===== config.mk =====
export PLATFORM = sky130hd
export DESIGN_NAME = dsp_result_unpacker
export DESIGN_NICKNAME = d
export VERILOG_FILES = /design/src/rtl/dsp_result_unpacker.sv
export SDC_FILE = /design/constraint.sdc
export NUM_CORES = 1
export LEC_CHECK = 0
export BUFFER_PORTS_ARGS = -buffer_cell sky130_fd_sc_hd__buf_2
export CAP_MARGIN = 20
export CORE_ASPECT_RATIO = 1.5
export CORE_MARGIN = 8
export CORE_UTILIZATION = 54
export CTS_BUF_LIST = sky130_fd_sc_hd__clkbuf_16
export DETAILED_ROUTE_END_ITERATION = 8
export PLACE_DENSITY = 0.79
export SYNTH_ARGS = -nofsm -noshare
export SYNTH_HDL_FRONTEND = slang
export SYNTH_SLANG_ARGS = --single-unit

===== constraint.sdc =====
create_clock -name clk -period 2.6 [get_ports clk]
set_clock_uncertainty 0.15 [all_clocks]
set_input_delay 0.26 -clock clk [delete_from_list [all_inputs] [get_ports clk]]
set_output_delay 0.26 -clock clk [all_outputs]
set_load 0.01 [all_outputs]

===== src/rtl/dsp_result_unpacker.sv =====
// Serializes the 144-bit packed DSP result word onto a 36-bit valid/ready stream.
// Pass-through words go out as 4 beats; accumulate words go out as 2 beats.
module dsp_result_unpacker #(
    parameter bit          ACC_SIGNED = 1'b0,
    parameter int unsigned CNT_W      = 16
) (
    input  logic             clk,
    input  logic             reset,
    input  logic             in_valid,
    output logic             in_ready,
    input  logic [143:0]     S,
    input  logic             in_mode,
    output logic             out_valid,
    input  logic             out_ready,
    output logic [35:0]      out_data,
    output logic [1:0]       out_beat,
    output logic             out_last,
    output logic [CNT_W-1:0] words_done
);
    localparam int unsigned IN_W   = 144;
    localparam int unsigned OUT_W  = 36;
    localparam int unsigned BEAT_W = 2;
    localparam int unsigned EXT_W  = 28;

    typedef enum logic {IDLE, SEND} state_t;

    state_t            state;
    logic [IN_W-1:0]   hold_s;
    logic              hold_mode;
    logic              xfer;
    logic              accept;
    logic [BEAT_W-1:0] next_beat;

    // Beat selection from a held word; accumulate words carry their result in [143:100].
    function automatic logic [OUT_W-1:0] beat_data(input logic [IN_W-1:0]   s,
                                                   input logic              mode,
                                                   input logic [BEAT_W-1:0] idx);
        logic ext;
        ext       = ACC_SIGNED ? s[IN_W-1] : 1'b0;
        beat_data = '0;
        if (mode) begin
            case (idx)
                2'd0:    beat_data = s[35:0];
                2'd1:    beat_data = s[71:36];
                2'd2:    beat_data = s[107:72];
                default: beat_data = s[143:108];
            endcase
        end else if (idx == 2'd0) begin
            beat_data = s[135:100];
        end else begin
            beat_data = {{EXT_W{ext}}, s[143:136]};
        end
    endfunction

    function automatic logic beat_last(input logic mode, input logic [BEAT_W-1:0] idx);
        beat_last = mode ? (idx == 2'd3) : (idx == 2'd1);
    endfunction

    // Last-beat transfer frees the holder in the same cycle for bubble-free streaming.
    assign xfer      = out_valid && out_ready;
    assign in_ready  = (state == IDLE) || (xfer && out_last);
    assign accept    = in_valid && in_ready;
    assign next_beat = out_beat + BEAT_W'(1);

    always_ff @(posedge clk) begin
        if (reset) begin
            state      <= IDLE;
            hold_s     <= '0;
            hold_mode  <= 1'b0;
            out_valid  <= 1'b0;
            out_data   <= '0;
            out_beat   <= '0;
            out_last   <= 1'b0;
            words_done <= '0;
        end else begin
            if (xfer && !out_last) begin
                out_beat <= next_beat;
                out_data <= beat_data(hold_s, hold_mode, next_beat);
                out_last <= beat_last(hold_mode, next_beat);
            end
            if (xfer && out_last) begin
                words_done <= words_done + CNT_W'(1);
                state      <= IDLE;
                out_valid  <= 1'b0;
            end
            // A new word overrides the return to IDLE when it arrives on the last beat.
            if (accept) begin
                hold_s    <= S;
                hold_mode <= in_mode;
                state     <= SEND;
                out_valid <= 1'b1;
                out_beat  <= '0;
                out_data  <= beat_data(S, in_mode, BEAT_W'(0));
                out_last  <= 1'b0;
            end
        end
    end

endmodule


Word level (Yosys, flattened, before mapping)
Index checks and enable logic that the tools add are counted.
- muxes and demuxes: 9
- reduce and logical (&&, ||, !) cells: 10
- $add $sub $neg: 2
- eq/ne operators: 3
- bitwise logic cells: 1
- operator list (cell ; number):
    $mux W36 ; 5
    $pmux W36 S3 ; 1
    $add A16 B1 Y16 const B ; 1
    $eq A2 B2 Y1 const B ; 2
    $logic_and A1 B1 Y1 ; 4
    $reduce_bool A2 Y1 ; 2
    $mux W1 ; 3
    $add A2 B1 Y2 const B ; 1
    $eq A2 B1 Y1 const B ; 1
    $logic_not A2 Y1 ; 1
    $reduce_or A2 Y1 ; 1
    $logic_not A1 Y1 ; 1
    $logic_or A1 B1 Y1 ; 1
    $not A1 Y1 ; 1
- word-level logic and storage cells: 32
- input bits: 149
- flip-flop bits (word level): 201

Longest topological paths before layout
Gate-level depths: netlist (run 1).
- word-level depth: 6
- depth in mapped cells: 8
- depth with buffers taken out: 6

Least setup slack after synthesis (run 1)
No wires, ideal clock.
- path kind: reg2reg
- start: register out_beat[0]
- end: register out_data[1]
- buffers on the path: 2
- stages on the path, launching flop included: 7
- arrival time: 1.813 ns
- library setup time: 0.132 ns
- setup slack: 0.505 ns
- period minus slack after synthesis: 2.095 ns
- required time: 2.318 ns
- cells stage by stage: dfxtp_1 -> ha_1 -> buf_2 -> buf_1 -> mux2_2 -> a222oi_1 -> a21oi_1
- longest elaborated chain between the ends: 6
- elaborated cells on any way between the ends: 9
- those cells by class: add/sub: 1; eq/ne: 2; mux: 5; reduce/logical: 1
- ends and longest elaborated chain (item ; line ; text):
    start, declared ; 16 ; output logic [1:0] out_beat,
    start signal, assigned ; 77 ; out_beat <= next_beat;
    $add A2 B1 Y2 (*) ; 63 ; assign next_beat = out_beat + BEAT_W'(1);
    $eq A2 B2 Y1, or another cell as far along ; 42 ; case (idx)
    $pmux W36 S3 / $mux W36 (equally long branches) ; 42, 48 ;
    $mux W36 (*) ; 41 ; if (mode) begin
    $mux W36 (*) ; 76 ; if (xfer && !out_last) begin
    $mux W36 (*) ; 87 ; if (accept) begin
    end signal, assigned ; 78 ; out_data <= beat_data(hold_s, hold_mode, next_beat);
    end signal, assigned ; 93 ; out_data <= beat_data(S, in_mode, BEAT_W'(0));
    end, declared ; 15 ; output logic [35:0] out_data,
Mark *: on every way between the ends. The rest lies on a longest branch, timed or not. The select of a mux whose other input is x is not followed.
A chain may end at the register's enable or synchronous reset.

Worst setup path after layout (run 1)
- start: register out_last
- end: register hold_s[13]
- longest elaborated chain between the ends: 3
- ends and longest elaborated chain (item ; line ; text):
    start, declared ; 17 ; output logic out_last,
    start signal, assigned ; 79 ; out_last <= beat_last(hold_mode, next_beat);
    $logic_and A1 B1 Y1 ; 61 ; assign in_ready = (state == IDLE) || (xfer && out_last);
    $logic_or A1 B1 Y1 ; 61 ;
    $logic_and A1 B1 Y1 ; 62 ; assign accept = in_valid && in_ready;
    end signal, assigned ; 68 ; hold_s <= '0;
    end signal, assigned ; 88 ; hold_s <= S;
    end, declared ; 28 ; logic [IN_W-1:0] hold_s;
Every way passes these cells.

==> summary.txt, run 1 <==
RSZ-0062 raised after global routing: false
RR Startpoint: out_last
Gp weighted congestion: 0.8381
Metal-1 WL: 11670 um
Crit-path leading delay family: compound AO/OA/AOI/OAI gates
Clock Path Buffers: 3
Total internal power: 5.326 mW
R2R Setup Slk: 380 ps
Startpoint class of the critical path: flop
Sw power: 1.939 mW
Net Sw Frac: 26.69%
Mean post-synth cell area: 8.092 sq um
Vias: 9754
Slew headroom: 58.38%
Antenna-violating nets left: 0
CTS resizes: 0
Number of global-route vias before repair: 9952
Drt total wl: 32780 um
Clk_lat worst skew: 490 ps
I/O pins: 206
Main area contributors after synthesis: dfxtp_1 (45%), nand2_1 (15%), a21oi_1 (9.1%)
All-layer global routing usage: 30.13%
Async SR Flop Fraction: 0%
Worst setup path end: hold_s[13]
Max cap viols: 0
Tmin final: 2217 ps
Synth warn: 0
Clk sinks: 201
Peak Freq: 451.0 MHz
Synthesized net count: 1265
Die area: 21120 sq um
Critical Setup Path Class: flop to flop
Hold Fails Final Rpt: 0
Comb power frac: 15.3%
Final Instance Area: 12250 sq um
Post-synth cell types: 50
Worst EP required: 2800 ps
Worst Path Max Fanout: 47
Syn Inst Count: 1111
Net count, final: 1575
Pre-Repair DR Iteration Count: 7
Starting DRT DRC Count: 978
Register area share after synthesis: 44.76%
Synth top area share: 44.76%
Sequential share of power: 46.6%
Height of the die: 174.0 um
Pin count of the biggest net entering global routing: 53
Reg-to-reg endpoint: hold_s[13]
Routed met3 length: 2689 um
H-tree depth: 1
Post-route insts no fill: 1646
Leakage power: 5.067 nW
IO buf count: 205
Clock Pin Slew Worst Setup and Hold Paths: 60 ps
Peak supply drop: 0.5517 mV
Hold Path Class: primary input to flop
Slew @ Worst Pin: 624.2 ps
WL met2: 16370 um
Placed cell area: 10180 sq um
Initial core utilization: 54.33%
Slowest-stage cell, CP: dfxtp_1
DP HPWL: 20070 um
Core Rows: 58
Fraction of layout cells with a size suffix above 1: 20.42%
P&R area growth vs syn: 36.26%
Initial antenna violation count: 1
Hold Buf Count CTS: 145
Final Setup Violations: 0
Die width: 121.4 um
Status: complete, no violations
CP max stage delay: 490 ps
# DRC: 0
Slew Limit Fails: 0
Synth Cell Area: 8990 sq um
Register-to-Register Path Depth: 5
CP bufs+invs: 1
Clock power frac: 38.1%
Post-synth top area cell: dfxtp_1
#FFs+latches synth: 201
Grt ovf: 0
Number of CTS-inserted buffers: 20
Critical path origin: out_last
Crit path DAT: 2420 ps
Cell count along the critical path: 5
Via density: 5.926
Period utilisation layout: 85.28%
Total negative slack: 0 ps
Worst setup EP type: flop
Max Used Layer: met4
Pwr Total: 7.266 mW
Post-CTS Setup Bufs: 0
Pwr Density: 593.2 nW/um^2
Primary FF master, synth: dfxtp_1
Wire per inst: 19.91 um
Global-route wire length before repair: 51390 um
Worst-path cell chain: a21bo_1 -> and2_4 -> buf_12 -> nand2_1 -> a21oi_1
Post-Place Cells: 1464
Core area: 16550 sq um
Root buf cell: clkbuf_16
Post-synth EDFFs: 0
CTS tree: built
-- layout by cell type (no fill, tap or decap), drive strengths merged, types with 3 or more instances in the layout --
master,synthesis,routed
nand2,357,357
ha,5,5
nor2,14,14
a22oi,3,3
nand3,5,5
a222oi,15,15
a32o,27,27
a211oi,27,27
a22o,28,28
nor3,4,4
o21ai,31,31
o211ai,34,34
buf,56,241
xor2,4,4
xnor2,6,6
clkinv,0,8
nor2b,6,6
nand4,4,4
inv,7,13
dlygate4sd3,0,145
mux2i,31,31
clkbuf,42,21
a21oi,163,163
dfxtp,201,201
mux2,15,15
-- power by group through the flow --
| stage | clock network, mW | logic [mW] | registers (mW) |
|---|---|---|---|
| global route | 2.91 | 1.20 | 3.40 |
| global placement | 0 | 0.883 | 3.44 |
| floorplan | 0 | 0.547 | 3.42 |
| CTS | 2.77 | 1.07 | 3.38 |
| detailed placement | 0 | 0.898 | 3.45 |
| finish | 2.77 | 1.11 | 3.39 |
-- flip-flops by register name (all words and copies together), names as in the netlist --
| register | flops |
|---|---|
| state | 1 |
| out_beat | 2 |
| out_last | 1 |
| hold_mode | 1 |
| words_done | 16 |
| out_data | 36 |
| hold_s | 144 |
-- cells by family (layout without fill, tap and decap cells) --
family / count (synthesis) / after routing / synth area share, %
simple gates: 407 / 407 / 18.61
compound gates: 337 / 337 / 24.40
flops: 201 / 201 / 44.76
buf+inv: 105 / 429 / 5.233
mux: 46 / 46 / 5.331
xor+xnor: 10 / 10 / 0.9742
fa+ha+maj: 5 / 5 / 0.6959
other cells: 0 / 1 / 0
-- worst register-to-register path, cell delays in order (launching register included) --
cell and delay [ps]:
dfxtp_1 490, a21bo_1 270, and2_4 450, buf_12 290, nand2_1 100, a21oi_1 340
-- area by class of cell --
| type | count | area, sq um |
|---|---|---|
| repair buffers | 386 | 2813 |
| well taps | 210 | 262.8 |
| clock inverters | 15 | 85.08 |
| multi-input cells | 805 | 4511 |
| fillers | 1187 | 4297 |
| inverters | 7 | 26.28 |
| flip-flops and latches | 201 | 4024 |
| clock buffers | 21 | 525.5 |
| diodes | 1 | 2.502 |
-- per-stage QoR --
stage	hold WS, ps	setup WS [ps]	utilization, %
after floorplan	246.0	504.7	-
after global placement	290.9	501.2	61.55
after global routing	63.51	260.8	74.03
final	53.03	382.6	74.03
after CTS	36.39	427.7	74.02
after detailed placement	296.5	457.4	61.55
-- metal layers --
metal,vias up,global-route usage [%]
met5,-,0
met4,0,18.84
met3,138,6.983
met2,518,50.88
met1,4584,33.10
li1,4514,-
-- synthesized netlist by cell type, types with 3 or more instances --
cell	n
a22oi_1	3
buf_2	34
mux2_2	15
buf_4	9
nand3_1	4
nor3_1	4
nor2b_1	6
inv_1	7
a222oi_1	15
nor2_1	13
xnor2_1	6
xor2_1	4
a22o_1	28
ha_1	5
dfxtp_1	201
mux2i_1	31
clkbuf_1	42
o211ai_1	34
nand4_1	3
a32o_1	27
a211oi_1	27
o21ai_0	31
a21oi_1	163
buf_1	13
nand2_1	355
-- worst min path at each step --
| stage | startpoint | to | depth (start not counted) |
|---|---|---|---|
| 3_3_place_gp | hold_s[3] | hold_s[3] | 2 |
| 2_1_floorplan | S[0] | hold_s[0] | 2 |
| 3_5_place_dp | hold_s[18] | hold_s[18] | 2 |
| 4_1_cts | reset | words_done[9] | 2 |
| 5_1_grt | reset | words_done[4] | 2 |
| 6_report | reset | words_done[4] | 2 |
No activity file was read; power rests on OpenSTA's default activity.
==> run 2, diff against run 1 <==
CTS_BUF_LIST = unset   (was sky130_fd_sc_hd__clkbuf_16)
==> run 2 against run 1 <==
Compared with the run above: largest cell class unchanged; combinational power is essentially flat; count of clock-buffer cells in the layout grew 12; setup slack lost 8.4 ps; non-clock buffer count is the same; critical path depth grew 1; fmax shrank 0.38%; final cell count is essentially flat; via count grew 0.84%; clock power grew 7.2%; first-iteration DRC count shrank 4.4%; core utilization grew 0.35 points.
==> summary.txt, run 2 (synthesis results as in run 1) <==
Worst Path Max Fanout: 25
# DRC: 0
Clk sinks: 201
Total internal power: 5.528 mW
Worst Hold Depth: 2
Core Rows: 58
Gp weighted congestion: 0.8381
Reg-to-reg endpoint: out_data[17]
P&R area growth vs syn: 36.90%
Register-to-Register Path Depth: 6
Most frequent cells in the layout: nand2_1 (355), buf_2 (204), dfxtp_1 (201), a21oi_1 (163), dlygate4sd3_1 (145)
Starting DRT DRC Count: 935
Setup WS pre-CTS: 457.4 ps
Comb power frac: 15.0%
Peak Freq: 449.3 MHz
H-tree depth: 1
All-layer global routing usage: 30.57%
Clk_lat worst skew: 490 ps
Drt total wl: 33190 um
Largest regs: hold_s (144), out_data (36), words_done (16)
Status: complete, no violations
R2R Setup Slk: 370 ps
Tmin final: 2226 ps
Critical Setup Path Class: flop to flop
Hold Path Class: primary input to flop
Pin count of the biggest net entering global routing: 53
Number of global-route vias before repair: 10003
Fraction of layout cells with a size suffix above 1: 20.84%
Root buf cell: clkbuf_16
Hold Fails Final Rpt: 0
RR Startpoint: out_beat[0]
Slew headroom: 60.00%
Total negative slack: 0 ps
Clock Path Buffers: 3
Core area: 16550 sq um
Worst EP required: 2880 ps
Util after Layout: 74.38%
Initial antenna violation count: 0
Global-route wire length before repair: 52040 um
Number of CTS-inserted buffers: 20
Slew @ Worst Pin: 600.0 ps
Grt ovf: 0
Max cap viols: 0
Commonest non-fill, non-tap cell in the layout: nand2_1
Leakage power: 5.076 nW
Final Setup Violations: 0
Peak supply drop: 0.5544 mV
Period utilisation layout: 85.61%
Worst setup path end: out_data[17]
Clock power frac: 39.7%
Height of the die: 174.0 um
RSZ-0062 raised after global routing: false
Antenna-violating nets left: 0
Startpoint class of the critical path: flop
Final WS setup: 374.2 ps
I/O pins: 206
Sequential share of power: 45.3%
Net count, final: 1575
Vias: 9836
Fin Hold WS: 65.10 ps
Clock Pin Slew Worst Setup and Hold Paths: 60 ps
Via density: 5.979
Biggest register: hold_s
Max reg flops: 144
Hold Buf Count CTS: 145
Wire per inst: 20.18 um
Die area: 21120 sq um
Post-CTS Setup Bufs: 0
Pwr Density: 607.3 nW/um^2
Initial core utilization: 54.33%
CTS tree: built
Inserted Diodes: 0
Critical path origin: out_beat[0]
CTS resizes: 0
Die width: 121.4 um
DP HPWL: 20070 um
Sw power: 1.946 mW
Net Sw Frac: 26.04%
Crit path DAT: 2510 ps
Slew Limit Fails: 0
IO buf count: 205
Pre-Repair DR Iteration Count: 6
Worst setup EP type: flop
==> run 2: worst max-delay path: stages, from the launching register on <==
cell,delay (ps)
dfxtp_1,430
ha_2,610
buf_4,340
a22o_1,160
a211oi_1,40
o211ai_1,230
a32o_1,190
==> run 2: per-layer routing <==
layer	part of all wire (%)	track usage [%]
met3	8.1	6.236
met4	6.0	18.90
met5	0	0
met1	36	34.13
met2	49	51.71
==> run 2: metrics by stage <==
stage          power, mW  std cells  instance area [sq um]
6_report           7.474       1645                  12310
5_1_grt            7.709       1645                  12310
4_1_cts            7.423       1645                  12310
3_5_place_dp       4.346       1464                  10180
3_3_place_gp       4.327       1464                  10180
2_1_floorplan      3.966       1111                   8990
==> run 2: layout make-up <==
class,count,area (sq um)
Clock buffer,33,630.6
Clock inverter,3,40.04
Fill cell,1179,4239
Inverter,7,26.28
Multi-Input combinational cell,805,4511
Sequential cell,201,4024
Tap cell,210,262.8
Timing Repair Buffer,386,2813
==> run 2: power groups by stage <==
stage                     Combinational, mW  Sequential (mW)  Clock [mW]
after floorplan                       0.547             3.42           0
after global placement                0.883             3.44           0
after detailed placement              0.898             3.45           0
after CTS                              1.07             3.38        2.97
after global routing                   1.20             3.40        3.10
final                                  1.12             3.39        2.97
==> run 2: worst min path at each step <==
stage,slack (ps),end,from
finish,70,words_done[10],reset
floorplan,250,hold_s[0],S[0]
detailed placement,300,hold_s[18],hold_s[18]
global route,70,words_done[4],reset
CTS,40,words_done[9],reset
global placement,290,hold_s[3],hold_s[3]
==> run 3, diff against run 2 <==
GPL_TIMING_DRIVEN = 0   (was unset)
==> run 3 against run 2 <==
Compared with the run above: die area is the same; sequential share of layout area shrank 0.25 points; combinational power grew 5%; count of clock-buffer cells in the layout shrank 7; clock power grew 2%; worst hold slack gained 57 ps; flip-flop and latch count is the same; non-clock buffer count grew 60; largest power group unchanged.
==> summary.txt, run 3 (synthesis results as in run 1) <==
Die width: 121.4 um
RR Startpoint: out_beat[0]
Hold Startpoint: out_ready
Register-to-Register Path Depth: 8
Layout fillers: 1211
Total negative slack: 0 ps
Crit path DAT: 2720 ps
Antenna-violating nets left: 0
H-tree depth: 1
RSZ-0062 raised after global routing: true
Hold Fails Final Rpt: 0
Core Rows: 58
IO buf count: 203
CP max stage delay: 430 ps
Peak supply drop: 0.4611 mV
Slew @ Worst Pin: 874.0 ps
Critical Setup Path Class: flop to flop
Clk sinks: 201
Final Instance Area: 12400 sq um
Most frequent cells in the layout: nand2_1 (355), buf_2 (237), dfxtp_1 (201), a21oi_1 (163), dlygate4sd3_1 (145)
Vias: 10313
CTS tree: built
Drt total wl: 36160 um
Initial core utilization: 54.33%
Slew Limit Fails: 0
Clock Path Buffers: 3
Util after Layout: 74.96%
Slew headroom: 41.73%
Starting DRT DRC Count: 1210
Worst EP required: 2830 ps
Pin count of the biggest net entering global routing: 15
Commonest non-fill, non-tap cell in the layout: nand2_1
CP bufs+invs: 3
Hold EP: state
Reg-to-reg endpoint: out_data[28]
Status: complete, no violations
Core area: 16550 sq um
Slowest-stage cell, CP: dfxtp_1
Max reg flops: 144
DP HPWL: 24350 um
# DRC: 0
Max cap viols: 0
Period utilisation layout: 95.89%
Startpoint class of the critical path: flop
Worst Path Max Fanout: 10
Grt ovf: 0
Largest regs: hold_s (144), out_data (36), words_done (16)
P&R area growth vs syn: 37.97%
Post-CTS Setup Bufs: 0
Wire per inst: 21.21 um
I/O pins: 206
Number of CTS-inserted buffers: 20
Placed cell area: 10270 sq um
Clock Pin Slew Worst Setup and Hold Paths: 60 ps
Worst-path cell chain: inv_1 -> ha_1 -> buf_2 -> clkbuf_1 -> a22o_1 -> a211oi_1 -> o211ai_1 -> a32o_1
All-layer global routing usage: 33.25%
Die area: 21120 sq um
R2R Setup Slk: 110 ps
Clk_lat worst skew: 490 ps
Height of the die: 174.0 um
Via density: 6.049
Leakage power: 5.126 nW
Biggest register: hold_s
Fraction of layout cells with a size suffix above 1: 20.25%
Final Setup Violations: 0
Number of global-route vias before repair: 10747
Peak Freq: 401.1 MHz
Gp weighted congestion: 0.9528
Pre-Repair DR Iteration Count: 8
Worst setup EP type: flop
Worst Hold Depth: 3
Tmin final: 2493 ps
Fin Hold WS: 122.6 ps
Initial antenna violation count: 3
Crit-path leading delay family: compound AO/OA/AOI/OAI gates
Global-route wire length before repair: 55900 um
Hold Path Class: primary input to flop
Root buf cell: clkbuf_16
Net count, final: 1635
Pwr Density: 611.6 nW/um^2
-- run 3: cell count changes in the layout (fill, tap and decap cells not counted), moves of 2 or more --
| cell | before | now |
|---|---|---|
| diode_2 | 0 | 4 |
| bufinv_16 | 1 | 3 |
| buf_12 | 5 | 0 |
| buf_1 | 0 | 11 |
| clkbuf_2 | 0 | 3 |
| nor2b_1 | 4 | 6 |
| clkbuf_1 | 6 | 44 |
| nor2b_2 | 2 | 0 |
| clkbuf_8 | 6 | 2 |
| buf_2 | 204 | 237 |
| buf_4 | 32 | 9 |
-- run 3: power breakdown --
group / internal, mW / leakage (nW) / switching, mW
combinational: 0.520 / 3.15 / 0.658
sequential: 3.25 / 1.65 / 0.124
clock: 1.82 / 0.331 / 1.21
-- run 3: area by class of cell --
class	count	area [sq um]	share of cell area, %
multi-input cells	805	4496	36.25
flip-flops and latches	201	4024	32.44
repair buffers	348	2467	19.89
clock buffers	26	564.3	4.550
plain buffers	98	447.9	3.611
well taps	210	262.8	2.118
clock inverters	6	105.1	0.8474
inverters	7	26.28	0.2118
diodes	4	10.01	0.08070
-- run 3: how the worst max path moves through the flow --
stage | start | endpoint | slack (ps) | depth (start not counted)
after floorplan | out_beat[0] | out_data[1] | 500 | 6
after global placement | out_beat[0] | out_data[18] | 140 | 8
after detailed placement | out_beat[0] | out_data[18] | 130 | 8
after CTS | out_beat[0] | out_data[18] | 100 | 8
after global routing | out_beat[0] | out_data[28] | -60 | 8
final | out_beat[0] | out_data[28] | 110 | 8
-- run 3: metal layers --
layer | part of all wire [%] | GRT usage (%) | vias up
li1 | - | - | 4636
met1 | 34 | 36.55 | 4793
met2 | 49 | 56.81 | 706
met3 | 10 | 6.268 | 178
met4 | 6.3 | 21.53 | 0
met5 | 0 | 0 | -
-- run 3: timing repair --
action	4_1_cts	5_1_grt
endpoints found under the setup margin	0	7
hold buffers	145	0
endpoints found under the hold margin	147	0
gates resized for setup	0	4
-- run 3: stage by stage --
stage / power, mW / setup slack [ps] / std cells
floorplan: 3.966 / 504.7 / 1111
global placement: 4.369 / 140.8 / 1524
detailed placement: 4.392 / 125.9 / 1524
CTS: 7.542 / 102.7 / 1701
global route: 7.799 / -55.19 / 1704
finish: 7.585 / 106.9 / 1705
-- run 3: tightest hold or removal path: stages --
cell and delay [ps]:
buf_2 160, a21bo_1 190, a21oi_1 90
